### src/rtl/argmax_scheduler.sv
// Streaming arg-max over one row of N unsigned 4-bit elements: max value, first index, tie count.
// Latency: in_ready 1 cycle after start; out_valid on the edge that captures the last element.
// Backpressure: in_valid gaps stall the scan; the result holds in OUT until out_ready.
module argmax_scheduler #(
  parameter int N     = 4,
  parameter int IDX_W = $clog2(N)
) (
  input  logic             clk,
  input  logic             rst_n,
  input  logic             start,
  input  logic             abort,
  input  logic             in_valid,
  input  logic [3:0]       in_data,
  output logic             in_ready,
  output logic             busy,
  output logic             out_valid,
  input  logic             out_ready,
  output logic [3:0]       out_max,
  output logic [IDX_W-1:0] out_idx,
  output logic [IDX_W:0]   out_ties
);

  localparam logic [1:0] IDLE = 2'd0;
  localparam logic [1:0] SCAN = 2'd1;
  localparam logic [1:0] OUTS = 2'd2;

  localparam logic [IDX_W-1:0] LAST_CNT = IDX_W'(N - 1);
  localparam logic [IDX_W:0]   ONE_TIE  = (IDX_W + 1)'(1);

  logic [1:0]       state_q, state_d;
  logic [IDX_W-1:0] cnt_q, cnt_d;
  logic [3:0]       max_q, max_d;
  logic [IDX_W-1:0] idx_q, idx_d;
  logic [IDX_W:0]   ties_q, ties_d;
  logic             out_valid_q, out_valid_d;

  logic accept;
  logic data_gt;
  logic data_eq;

  // The single shared comparator pair always sees the registered running max.
  assign data_gt = in_data > max_q;
  assign data_eq = in_data == max_q;
  assign accept  = (state_q == SCAN) && in_valid;

  always_comb begin
    state_d     = state_q;
    cnt_d       = cnt_q;
    max_d       = max_q;
    idx_d       = idx_q;
    ties_d      = ties_q;
    out_valid_d = out_valid_q;
    if (abort) begin
      state_d     = IDLE;
      cnt_d       = '0;
      max_d       = '0;
      idx_d       = '0;
      ties_d      = '0;
      out_valid_d = 1'b0;
    end else begin
      case (state_q)
        IDLE: begin
          if (start) begin
            state_d = SCAN;
            cnt_d   = '0;
          end
        end
        SCAN: begin
          if (accept) begin
            cnt_d = cnt_q + 1'b1;
            if (cnt_q == '0 || data_gt) begin
              max_d  = in_data;
              idx_d  = cnt_q;
              ties_d = ONE_TIE;
            end else if (data_eq) begin
              ties_d = ties_q + 1'b1;
            end
            if (cnt_q == LAST_CNT) begin
              state_d     = OUTS;
              out_valid_d = 1'b1;
            end
          end
        end
        OUTS: begin
          if (out_ready) begin
            state_d     = IDLE;
            out_valid_d = 1'b0;
          end
        end
        default: begin
          state_d     = IDLE;
          out_valid_d = 1'b0;
        end
      endcase
    end
  end

  always_ff @(posedge clk or negedge rst_n) begin
    if (!rst_n) begin
      state_q     <= IDLE;
      cnt_q       <= '0;
      max_q       <= '0;
      idx_q       <= '0;
      ties_q      <= '0;
      out_valid_q <= 1'b0;
    end else begin
      state_q     <= state_d;
      cnt_q       <= cnt_d;
      max_q       <= max_d;
      idx_q       <= idx_d;
      ties_q      <= ties_d;
      out_valid_q <= out_valid_d;
    end
  end

  assign in_ready  = (state_q == SCAN);
  assign busy      = (state_q == SCAN) || (state_q == OUTS);
  assign out_valid = out_valid_q;
  assign out_max   = max_q;
  assign out_idx   = idx_q;
  assign out_ties  = ties_q;

endmodule

### config.mk
export PLATFORM = sky130hd
export DESIGN_NAME = argmax_scheduler
export DESIGN_NICKNAME = d
export VERILOG_FILES = /design/src/rtl/argmax_scheduler.sv
export SDC_FILE = /design/constraint.sdc
export NUM_CORES = 1
export LEC_CHECK = 0
export ABC_AREA = 1
export BUFFER_PORTS_ARGS = -buffer_cell sky130_fd_sc_hd__buf_2
export CAP_MARGIN = 20
export CORE_UTILIZATION = 45
export CTS_CLUSTER_DIAMETER = 80
export DETAILED_ROUTE_END_ITERATION = 8
export PLACE_DENSITY = 0.72
export SLEW_MARGIN = 20
export SYNTH_ARGS = -nofsm -noshare
export SYNTH_HDL_FRONTEND = slang
export SYNTH_SLANG_ARGS = --single-unit
### constraint.sdc
create_clock -name clk -period 1.4 [get_ports clk]
set_clock_uncertainty 0.1 [all_clocks]
set_input_delay 0 -clock clk [delete_from_list [all_inputs] [get_ports clk]]
set_output_delay 0 -clock clk [all_outputs]
set_load 0.03 [all_outputs]
# --- Word level (Yosys, flattened, before mapping) ---
# Cells that the tools add are included.
word_totals:
  reg_bits: 14
  in_bits: 10
  output_inout_bits: 12
  wordCells: 61
op_classes:
  magnitude_cmp: 1
  n_reduce_logical: 15
  addsub: 2
  mux: 28
  eq_ne: 9
op_table:
  columns: ["cell", "count"]
  rows:
  - ["$mux W2", 12]
  - ["$mux W4", 4]
  - ["$mux W3", 5]
  - ["$reduce_and A3 Y1", 3]
  - ["$reduce_and A4 Y1", 2]
  - ["$ne A3 B2 Y1 const B", 2]
  - ["$ne A3 B3 Y1 const B", 2]
  - ["$pmux W2 S3", 1]
  - ["$reduce_bool A2 Y1", 3]
  - ["$reduce_bool A3 Y1", 2]
  - ["$eq A2 B2 Y1 const B", 2]
  - ["$eq A4 B4 Y1", 1]
  - ["$gt A4 B4 Y1", 1]
  - ["$logic_not A2 Y1", 2]
  - ["$mux W1", 4]
  - ["$pmux W2 S2", 1]
  - ["$add A3 B1 Y3 const B", 1]
  - ["$pmux W1 S3", 1]
  - ["$add A2 B1 Y2 const B", 1]
  - ["$eq A2 B1 Y1 const B", 1]
  - ["$logic_or A1 B1 Y1", 2]
  - ["$ne A2 B2 Y1 const B", 1]
  - ["$logic_and A1 B1 Y1", 1]

# --- Depth between registers and ports, before layout ---
# Gate-level depths: netlist of run 1.
logic_depth:
  word_depth: 6
  depth_mapped: 13
  depth_no_buf: 12

# --- Worst setup path before layout of run 1 ---
# No wires, ideal clock.
synth_path:
  path_type: "register -> register"
  startpoint: "reg max_q[3] (netlist: out_max[3])"
  endpoint: "reg idx_q[1] (netlist: out_idx[1])"
  stages_incl_launch_ff: 13
  arrival_time_ns: 1.510
  path_buffers: 1
  setup_time_ns: 0.119
  slack_ns: -0.329
  required_time_ns: 1.181
  period_less_slack_ns: 1.729
  path_cell_list: "dfrtp_1 -> inv_1 -> ha_1 -> nand2_1 -> inv_2 -> nand2_1 -> nand2_1 -> nand2_2 -> nand3_2 -> nand2_2 -> buf_6 -> nand2_1 -> o21ai_2"
synth_via:
  elab_chain_len: 4
synth_lines:
  columns: ["item", "line_no", "rtl"]
  rows:
  - ["start: declaration", "32", "logic [3:0] max_q, max_d;"]
  - ["start signal: assignment", "109", "max_q <= max_d;"]
  - ["$gt A4 B4 Y1", "42", "assign data_gt = in_data > max_q;"]
  - ["$logic_or A1 B1 Y1", "71", "if (cnt_q == '0 || data_gt) begin"]
  - ["$reduce_bool A2 Y1 (no source line)", null, null]
  - ["$reduce_and A3 Y1 (no source line)", null, null]
  - ["end signal: assignment", "110", "idx_q <= idx_d;"]
  - ["end: declaration", "33", "logic [IDX_W-1:0] idx_q, idx_d;"]
# Every way passes these cells.
# A chain may end at the register's enable or synchronous reset.

# --- Worst setup path after layout of run 1 ---
layout_path:
  startpoint: "reg max_q[3] (netlist: out_max[3])"
  endpoint: "reg ties_q[1] (netlist: out_ties[1])"
layout_via:
  elab_chain_len: 6
  word_cells_on_any_way: 9
  cone_classes: "order compare: 1; eq/ne: 1; mux: 4; reduce/logical: 3"
layout_lines:
  columns: ["item", "line_no", "rtl"]
  rows:
  - ["$gt A4 B4 Y1", "42", null]
  - ["$logic_or A1 B1 Y1", "71", null]
  - ["$mux W3", "71", null]
  - ["$mux W3", "69", "if (accept) begin"]
  - ["$mux W3", "61", "case (state_q)"]
  - ["$mux W3", "53", "if (abort) begin"]
  - ["end signal: assignment", "111", "ties_q <= ties_d;"]
  - ["end: declaration", "34", "logic [IDX_W:0] ties_q, ties_d;"]
# Parallel ways exist; a longest one is shown, timed or not. The select of a mux whose other input is x is not followed.

==> metrics.md, run 1 <==
| Metric | Value |
|---|---|
| Clock Power Share | `12.0%` |
| I/O pins | `22` |
| Warnings from Yosys | `0` |
| Clk pin slew, worst setup/hold paths | `0.09 ns` |
| P_int | `1.31 mW` |
| Register share of total power | `25.6%` |
| Synth top area share | `about two fifths` |
| Worst path max stage delay | `approximately 0.4 ns` |
| Grt ovf | `0` |
| DRC viols | `0` |
| HP Class | `in -> reg` |
| Mapped Area | `about 900 µm²` |
| Cell repeated most along the worst path | `inv_2` |
| Initial Util | `between 40% and 50%` |
| Fin crit share | `114%` |
| Most frequent cells in the layout | `23 x nand2_1, 21 x buf_2, 12 x buf_4, 11 x dfrtp_1` |
| Crit-path cells | `inv_2, ha_4, nand2_2, inv_2, nand3_4, and2_4, nand3_2, nand2_4, nand2_1, o21ai_1` |
| Largest buffer count on any clock path | `2` |
| Status | `finished with violations` |
| Netlist cell types | `19` |
| Worst setup margin | `-0.192 ns` |
| Power density over cell area | `~1900 nW/µm²` |
| Routability cong. | `0.741` |
| Critical path endpoint category | `register` |
| DR vias/cell | `between 4 and 5` |
| Die width | `~46 µm` |
| Peak supply drop | `roughly 1.6 mV` |
| Setup crit start | `out_max[3]` |
| Failing checks | `setup timing` |
| Placed inst area | `about 1100 µm²` |
| First-pass GRT wire length | `around 3200 µm` |
| Synth area leader | `dfrtp_1` |
| Layout filler cell count | `125` |
| Num CTS Buffers | `3` |
| Cell count of the worst reg-to-reg path | `10` |
| Mapped Cells | `approximately 110` |
| Root Buffer Master | `clkbuf_4` |
| NetSw | `approximately 1.2 mW` |
| Multi-input gate area | `between 600 and 700 µm²` |
| Crit-path leading delay family | `simple AND/OR/NAND/NOR gates` |
| Fin. max-slew vios | `0` |
| Iteration-0 DRC Markers | `18` |
| Post-Syn Nets | `130` |
| Final #Nets | `around 170` |
| Worst Hold Launch | `out_ready` |
| WHS | `between 0.015 and 0.02 ns` |
| Combinational share of power | `a little over three fifths` |
| H-tree depth | `1` |
| Area growth syn-to-layout | `52.0%` |
| Register Area | `about 350 µm²` |
| Pin count of the biggest net entering global routing | `15` |
| Die Ht | `~46 µm` |
| Clock latency on the worst-skew pair | `0.28 ns` |
| Antenna cells | `0` |
| Worst setup SP type | `register` |
| Crit-path max FO | `6` |
| Sink Count | `14` |
| Port bufs | `21` |
| Stages on worst setup path | `10` |
| Drt pass-1 iters | `4` |
| Layout cells sized above 1 | `52.7%` |
| Fmax | `around 630 MHz` |
| Worst hold stages | `4` |
| Slew margin rel. | `between 70% and 80%` |
| Final Hold Fails | `0` |
| TritonCTS clock tree | `built` |
| Area contributors post-synth | `dfrtp_1 39%, ha_1 16%, nand2_1 14%` |
| Commonest non-fill, non-tap cell in the layout | `nand2_1` |
| # setup viols final | `11` |
| Total GRT Usage | `a little over a fifth` |
| Row cnt | `15` |
| Final wirelength | `2200 µm` |
| Initial antenna violation count | `0` |
| Avg Inst Size Synth | `8.14 µm²` |
| WS Path Type | `reg -> reg` |
| Dpl hpwl | `approximately 1400 µm` |
| RSZ-0062 raised after global routing | `yes` |
| Post-route cell area | `1350 µm²` |
| Core Box Area | `between 1500 and 2000 µm²` |
| Tightest Pin Transition | `between 0.3 and 0.4 ns` |
| Vias in the first global route | `roughly 770` |
| Leakage | `around 0.67 nW` |
| DIE AREA | `around 2200 µm²` |
| Final ANT Viol Nets | `0` |
| Max cap viols | `0` |
| Tmin final | `1.59 ns` |
| Critical R2R Launch | `out_max[3]` |
| Synth Register Bits | `14` |
| DR vias | `860` |
| CP Data Required Time | `about 1.5 ns` |
| Critical Path AT | `~1.7 ns` |
| Sequential fraction of the synthesis area | `approximately two fifths` |
| Wire length per cell | `roughly 13 µm` |
| CP Buf/Inv Count | `2` |
| Slowest CP cell | `dfrtp_2` |
| Net Sw Frac | `47.9%` |
[power groups by stage]
stage                     clock (mW)  combinational [mW]  sequential, mW
after floorplan                    0               0.749           0.781
after global placement             0                1.24           0.637
after detailed placement           0                1.27           0.646
after CTS                      0.306                1.39           0.641
after global routing           0.324                1.71           0.656
final                          0.300                1.57           0.644
[through the flow]
| step | cells | setup slack (ns) | power, mW | utilization [%] | setup TNS [ns] |
|---|---|---|---|---|---|
| 4_1_cts | 174 | -0.161 | 2.34 | 71.7 | -1.22 |
| 5_1_grt | 175 | -0.256 | 2.69 | 75.6 | -2.73 |
| 3_3_place_gp | 163 | -0.191 | 1.87 | 64.3 | -1.26 |
| 3_5_place_dp | 163 | -0.275 | 1.92 | 64.3 | -1.90 |
| 2_1_floorplan | 109 | -0.225 | 1.53 | - | -1.78 |
| 6_report | 175 | -0.192 | 2.51 | 75.6 | -1.65 |
[state kept, by name, indices dropped and copies added, names as in the netlist]
signal     flops
state_q        2
out_idx        2
out_valid      1
cnt_q          2
out_ties       3
out_max        4
[area by class of cell]
cell class                      count  area share (%)
Inverter                           16            4.45
Clock buffer                        4            2.69
Tap cell                           25            2.32
Multi-Input combinational cell     78            46.1
Sequential cell                    14            26.3
Timing Repair Buffer               38            18.2
[routing by layer]
metal	wire length (µm)	track usage (%)	up-vias
met5	0	0	-
met4	36	7.06	0
met3	80	5.49	4
met2	1190	37.2	19
met1	892	24.9	403
li1	-	-	434
[Yosys cell counts]
library cell	count
nand2_2	2
o211ai_2	1
nand2_1	33
ha_1	11
xor2_1	1
inv_1	14
nand3_2	2
o21ai_0	4
and2_0	1
inv_2	2
nand3_1	2
nor2_1	4
dfrtp_1	14
o21ai_1	6
a21oi_1	5
nand4_1	2
buf_2	1
o21ai_2	3
buf_6	1
[logic make-up after synthesis]
group	Yosys count	share of synthesized area, %
adder cells (fa/ha/maj)	11	15.5
AND/OR/NAND/NOR	46	22.6
buffers and inverters	18	8.60
flip-flops	14	39.5
AO/OA/AOI/OAI	19	12.8
XOR/XNOR	1	0.987
[final timing paths]
check,to,slack [ns]
max,out_ties[1],-0.19
min,state_q[1],0.02
max reg2reg,out_ties[1],-0.19
min reg2reg,out_idx[1],0.39
max in group asynchronous,out_max[3],0.88
min in group asynchronous,out_idx[1],0.05
[timing repair]
| action | in CTS | in global routing |
|---|---|---|
| endpoints found under the hold margin | 18 | 0 |
| setup buffers | 1 | 1 |
| hold buffers | 5 | 0 |
| pin swaps | 4 | 6 |
| resized for setup | 11 | 18 |
| cloned | 1 | 0 |
| setup endpoints to repair | 13 | 14 |
[tightest hold or removal path, cell delays in order]
cell and delay, ns:
buf_2 0.10, o211ai_4 0.12, nand2_1 0.08, o21ai_1 0.05
(Power assumes the default switching activity.)
==> inputs of run 2 (changes only) <==
--- a/config.mk
+++ b/config.mk
@@ -9,6 +9,7 @@
 export BUFFER_PORTS_ARGS = -buffer_cell sky130_fd_sc_hd__buf_2
 export CAP_MARGIN = 20
 export CORE_UTILIZATION = 45
+export CTS_BUF_LIST = sky130_fd_sc_hd__clkbuf_4
 export CTS_CLUSTER_DIAMETER = 80
 export DETAILED_ROUTE_END_ITERATION = 8
 export PLACE_DENSITY = 0.72
==> metrics.md, run 2 (synthesized netlist as in run 1, its figures left out) <==
| Metric | Value |
|---|---|
| Net Sw Frac | `49.0% (was 47.9%)` |
| Crit-path cells | `inv_2, ha_4, nand2_2, inv_2, nand2_1, nand2_2, nand2_4, nand3_4, nand2_4, nand2_2, o21ai_2 (was inv_2, ha_4, nand2_2, inv_2, nand3_4, and2_4, nand3_2, nand2_4, nand2_1, o21ai_1)` |
| Final wirelength | `2250 µm (was 2200 µm)` |
| Largest buffer count on any clock path | `2 (unchanged)` |
| Setup TNS | `-1.86 ns (was -1.65 ns)` |
| Failing checks | `setup timing (unchanged)` |
| HP Class | `in -> reg (unchanged)` |
| P_int | `1.25 mW (was 1.31 mW)` |
| Peak supply drop | `1.50 mV (was 1.60 mV)` |
| CP Buf/Inv Count | `2 (unchanged)` |
| Fmax | `621 MHz (was 628 MHz)` |
| Worst hold stages | `4 (unchanged)` |
| Register share of total power | `26.3% (was 25.6%)` |
| Final ANT Viol Nets | `0 (unchanged)` |
| Sink Count | `14 (unchanged)` |
| Commonest non-fill, non-tap cell in the layout | `nand2_1 (unchanged)` |
| Routability cong. | `0.741 (unchanged)` |
| First-pass GRT wire length | `3230 µm (was 3200 µm)` |
| Area growth syn-to-layout | `50.9% (was 52.0%)` |
| Worst setup SP type | `register (unchanged)` |
| Grt ovf | `0 (unchanged)` |
| Root Buffer Master | `clkbuf_4 (unchanged)` |
| Combinational share of power | `63.9% (was 62.4%)` |
| DR vias | `881 (was 860)` |
| Core Box Area | `1780 µm² (unchanged)` |
| TritonCTS clock tree | `built (unchanged)` |
| Die Ht | `46.4 µm (unchanged)` |
| Crit-path max FO | `6 (unchanged)` |
| Pin count of the biggest net entering global routing | `15 (unchanged)` |
| Minimum setup slack among reg-to-reg paths | `-0.21 ns (was -0.19 ns)` |
| I/O pins | `22 (unchanged)` |
| Iteration-0 DRC Markers | `11 (was 18)` |
| Final #Nets | `172 (unchanged)` |
| Num CTS Buffers | `3 (unchanged)` |
| Most frequent cells in the layout | `23 x nand2_1, 21 x buf_2, 12 x buf_4, 11 x dfrtp_1 (unchanged)` |
| Power density over cell area | `1830 nW/µm² (was 1860 nW/µm²)` |
| Largest register FFs | `4 (unchanged)` |
| Setup crit start | `out_max[3] (unchanged)` |
| Row cnt | `15 (unchanged)` |
| Met3 GRT Util | `4.71% (was 5.49%)` |
| Gr busiest metal | `met2 (unchanged)` |
| CP Data Required Time | `1.47 ns (was 1.48 ns)` |
| Initial antenna violation count | `0 (unchanged)` |
| M1 GR Usage | `24.7% (was 24.9%)` |
| DIE AREA | `2150 µm² (unchanged)` |
| Tightest Pin Transition | `0.342 ns (was 0.346 ns)` |
| Max cap viols | `0 (unchanged)` |
| RSZ-0062 raised after global routing | `yes (unchanged)` |
| RR Endpoint | `out_max[3] (was out_ties[1])` |
| Crit path capture | `out_max[3] (was out_ties[1])` |
| Slowest CP cell | `dfrtp_2 (unchanged)` |
| # setup viols final | `11 (unchanged)` |
| Pwr Total | `2.46 mW (was 2.51 mW)` |
| WS Path Type | `reg -> reg (unchanged)` |
| Stages on worst setup path | `11 (was 10)` |
| Vias in the first global route | `781 (was 772)` |
| Grt met2 use | `36.9% (was 37.2%)` |
| Die width | `46.4 µm (unchanged)` |
| Cell repeated most along the worst path | `nand2_2 (was inv_2)` |
| Total GRT Usage | `21.7% (was 21.3%)` |
| Dpl hpwl | `1430 µm (unchanged)` |
| Fin. max-slew vios | `0 (unchanged)` |
| Port bufs | `21 (unchanged)` |
| Clock Power Share | `9.9% (was 12.0%)` |
| Leakage | `0.669 nW (was 0.675 nW)` |
| Wire length per cell | `12.8 µm (was 12.6 µm)` |
| Fin crit share | `115% (was 114%)` |
| Placed inst area | `1150 µm² (unchanged)` |
| Initial Util | `49.8% (unchanged)` |
| Cell count of the worst reg-to-reg path | `11 (was 10)` |
| Pre-CTS setup slack | `-0.275 ns (unchanged)` |
| Status | `finished with violations (unchanged)` |
| Critical Path AT | `1.69 ns (was 1.67 ns)` |
| DR vias/cell | `5.03 (was 4.91)` |
| Clk pin slew, worst setup/hold paths | `0.09 ns (about the same)` |
| Tmin final | `1.61 ns (was 1.59 ns)` |
| Crit-path leading delay family | `simple AND/OR/NAND/NOR gates (unchanged)` |
| Fin util | `75.1% (was 75.6%)` |
| NetSw | `1.20 mW (about the same)` |
| Final Hold Fails | `0 (unchanged)` |
| Clock latency on the worst-skew pair | `0.28 ns (about the same)` |
| Worst setup margin | `-0.211 ns (was -0.192 ns)` |
| Worst path max stage delay | `0.40 ns (about the same)` |
| Critical R2R Launch | `out_max[3] (unchanged)` |
| Layout cells sized above 1 | `52.0% (was 52.7%)` |
| Slew margin rel. | `77.2% (was 76.9%)` |
| Critical path endpoint category | `register (unchanged)` |
| Antenna cells | `0 (unchanged)` |
| Drt pass-1 iters | `4 (unchanged)` |
| DRC viols | `0 (unchanged)` |
| H-tree depth | `1 (unchanged)` |
| Post-route cell area | `1340 µm² (was 1350 µm²)` |
[run 2: cell count changes in the layout (fill, tap and decap cells not counted)]
cell,previous run,this run
clkbuf_8,1,0
clkinv_1,0,1
[run 2: worst min-delay path, cell delays in order]
cell      delay [ns]
buf_2           0.10
o211ai_4        0.12
nand2_1         0.08
o21ai_1         0.05
[run 2: power groups by stage]
stage | sequential (mW) | clock [mW] | combinational, mW
after detailed placement | 0.646 | 0 | 1.27
after CTS | 0.641 | 0.250 | 1.39
after global routing | 0.657 | 0.265 | 1.71
after global placement | 0.637 | 0 | 1.24
after floorplan | 0.781 | 0 | 0.749
final | 0.645 | 0.242 | 1.57
[run 2: what timing repair did]
action / 4_1_cts / 5_1_grt
setup buffers: 1 / 1
pin swaps: 4 / 6
hold buffers: 5 / 0
setup endpoints to repair: 13 / 14
resized for setup: 11 / 18
gates cloned: 1 / 0
hold endpoints to repair: 18 / 0
[run 2: through the flow]
stage / std cells / hold slack, ns
floorplan: 109 / -0.396
global placement: 163 / -0.185
detailed placement: 163 / -0.179
CTS: 174 / 0.0435
global route: 175 / 0.0448
finish: 175 / 0.0169
[run 2: final cells by class]
type / instances / area [µm²]
sequential: 14 / 354
timing repair buffer: 38 / 245
fill: 127 / 444
clock inverter: 1 / 3.75
tap: 25 / 31.3
inverter: 16 / 60.1
multi-input combinational: 78 / 622
clock buffer: 3 / 22.5
[run 2: metal layers]
metal / wire length [µm] / vias up
met5: 0 / -
met4: 68 / 0
met3: 96 / 8
met2: 1180 / 29
met1: 906 / 411
li1: - / 433
[run 2: worst min-delay path by stage]
stage,from,endpoint
after floorplan,rst_n,cnt_q[0]
after global placement,rst_n,out_max[0]
after detailed placement,rst_n,out_max[0]
after CTS,abort,out_valid
after global routing,out_ready,state_q[0]
final,out_ready,state_q[1]
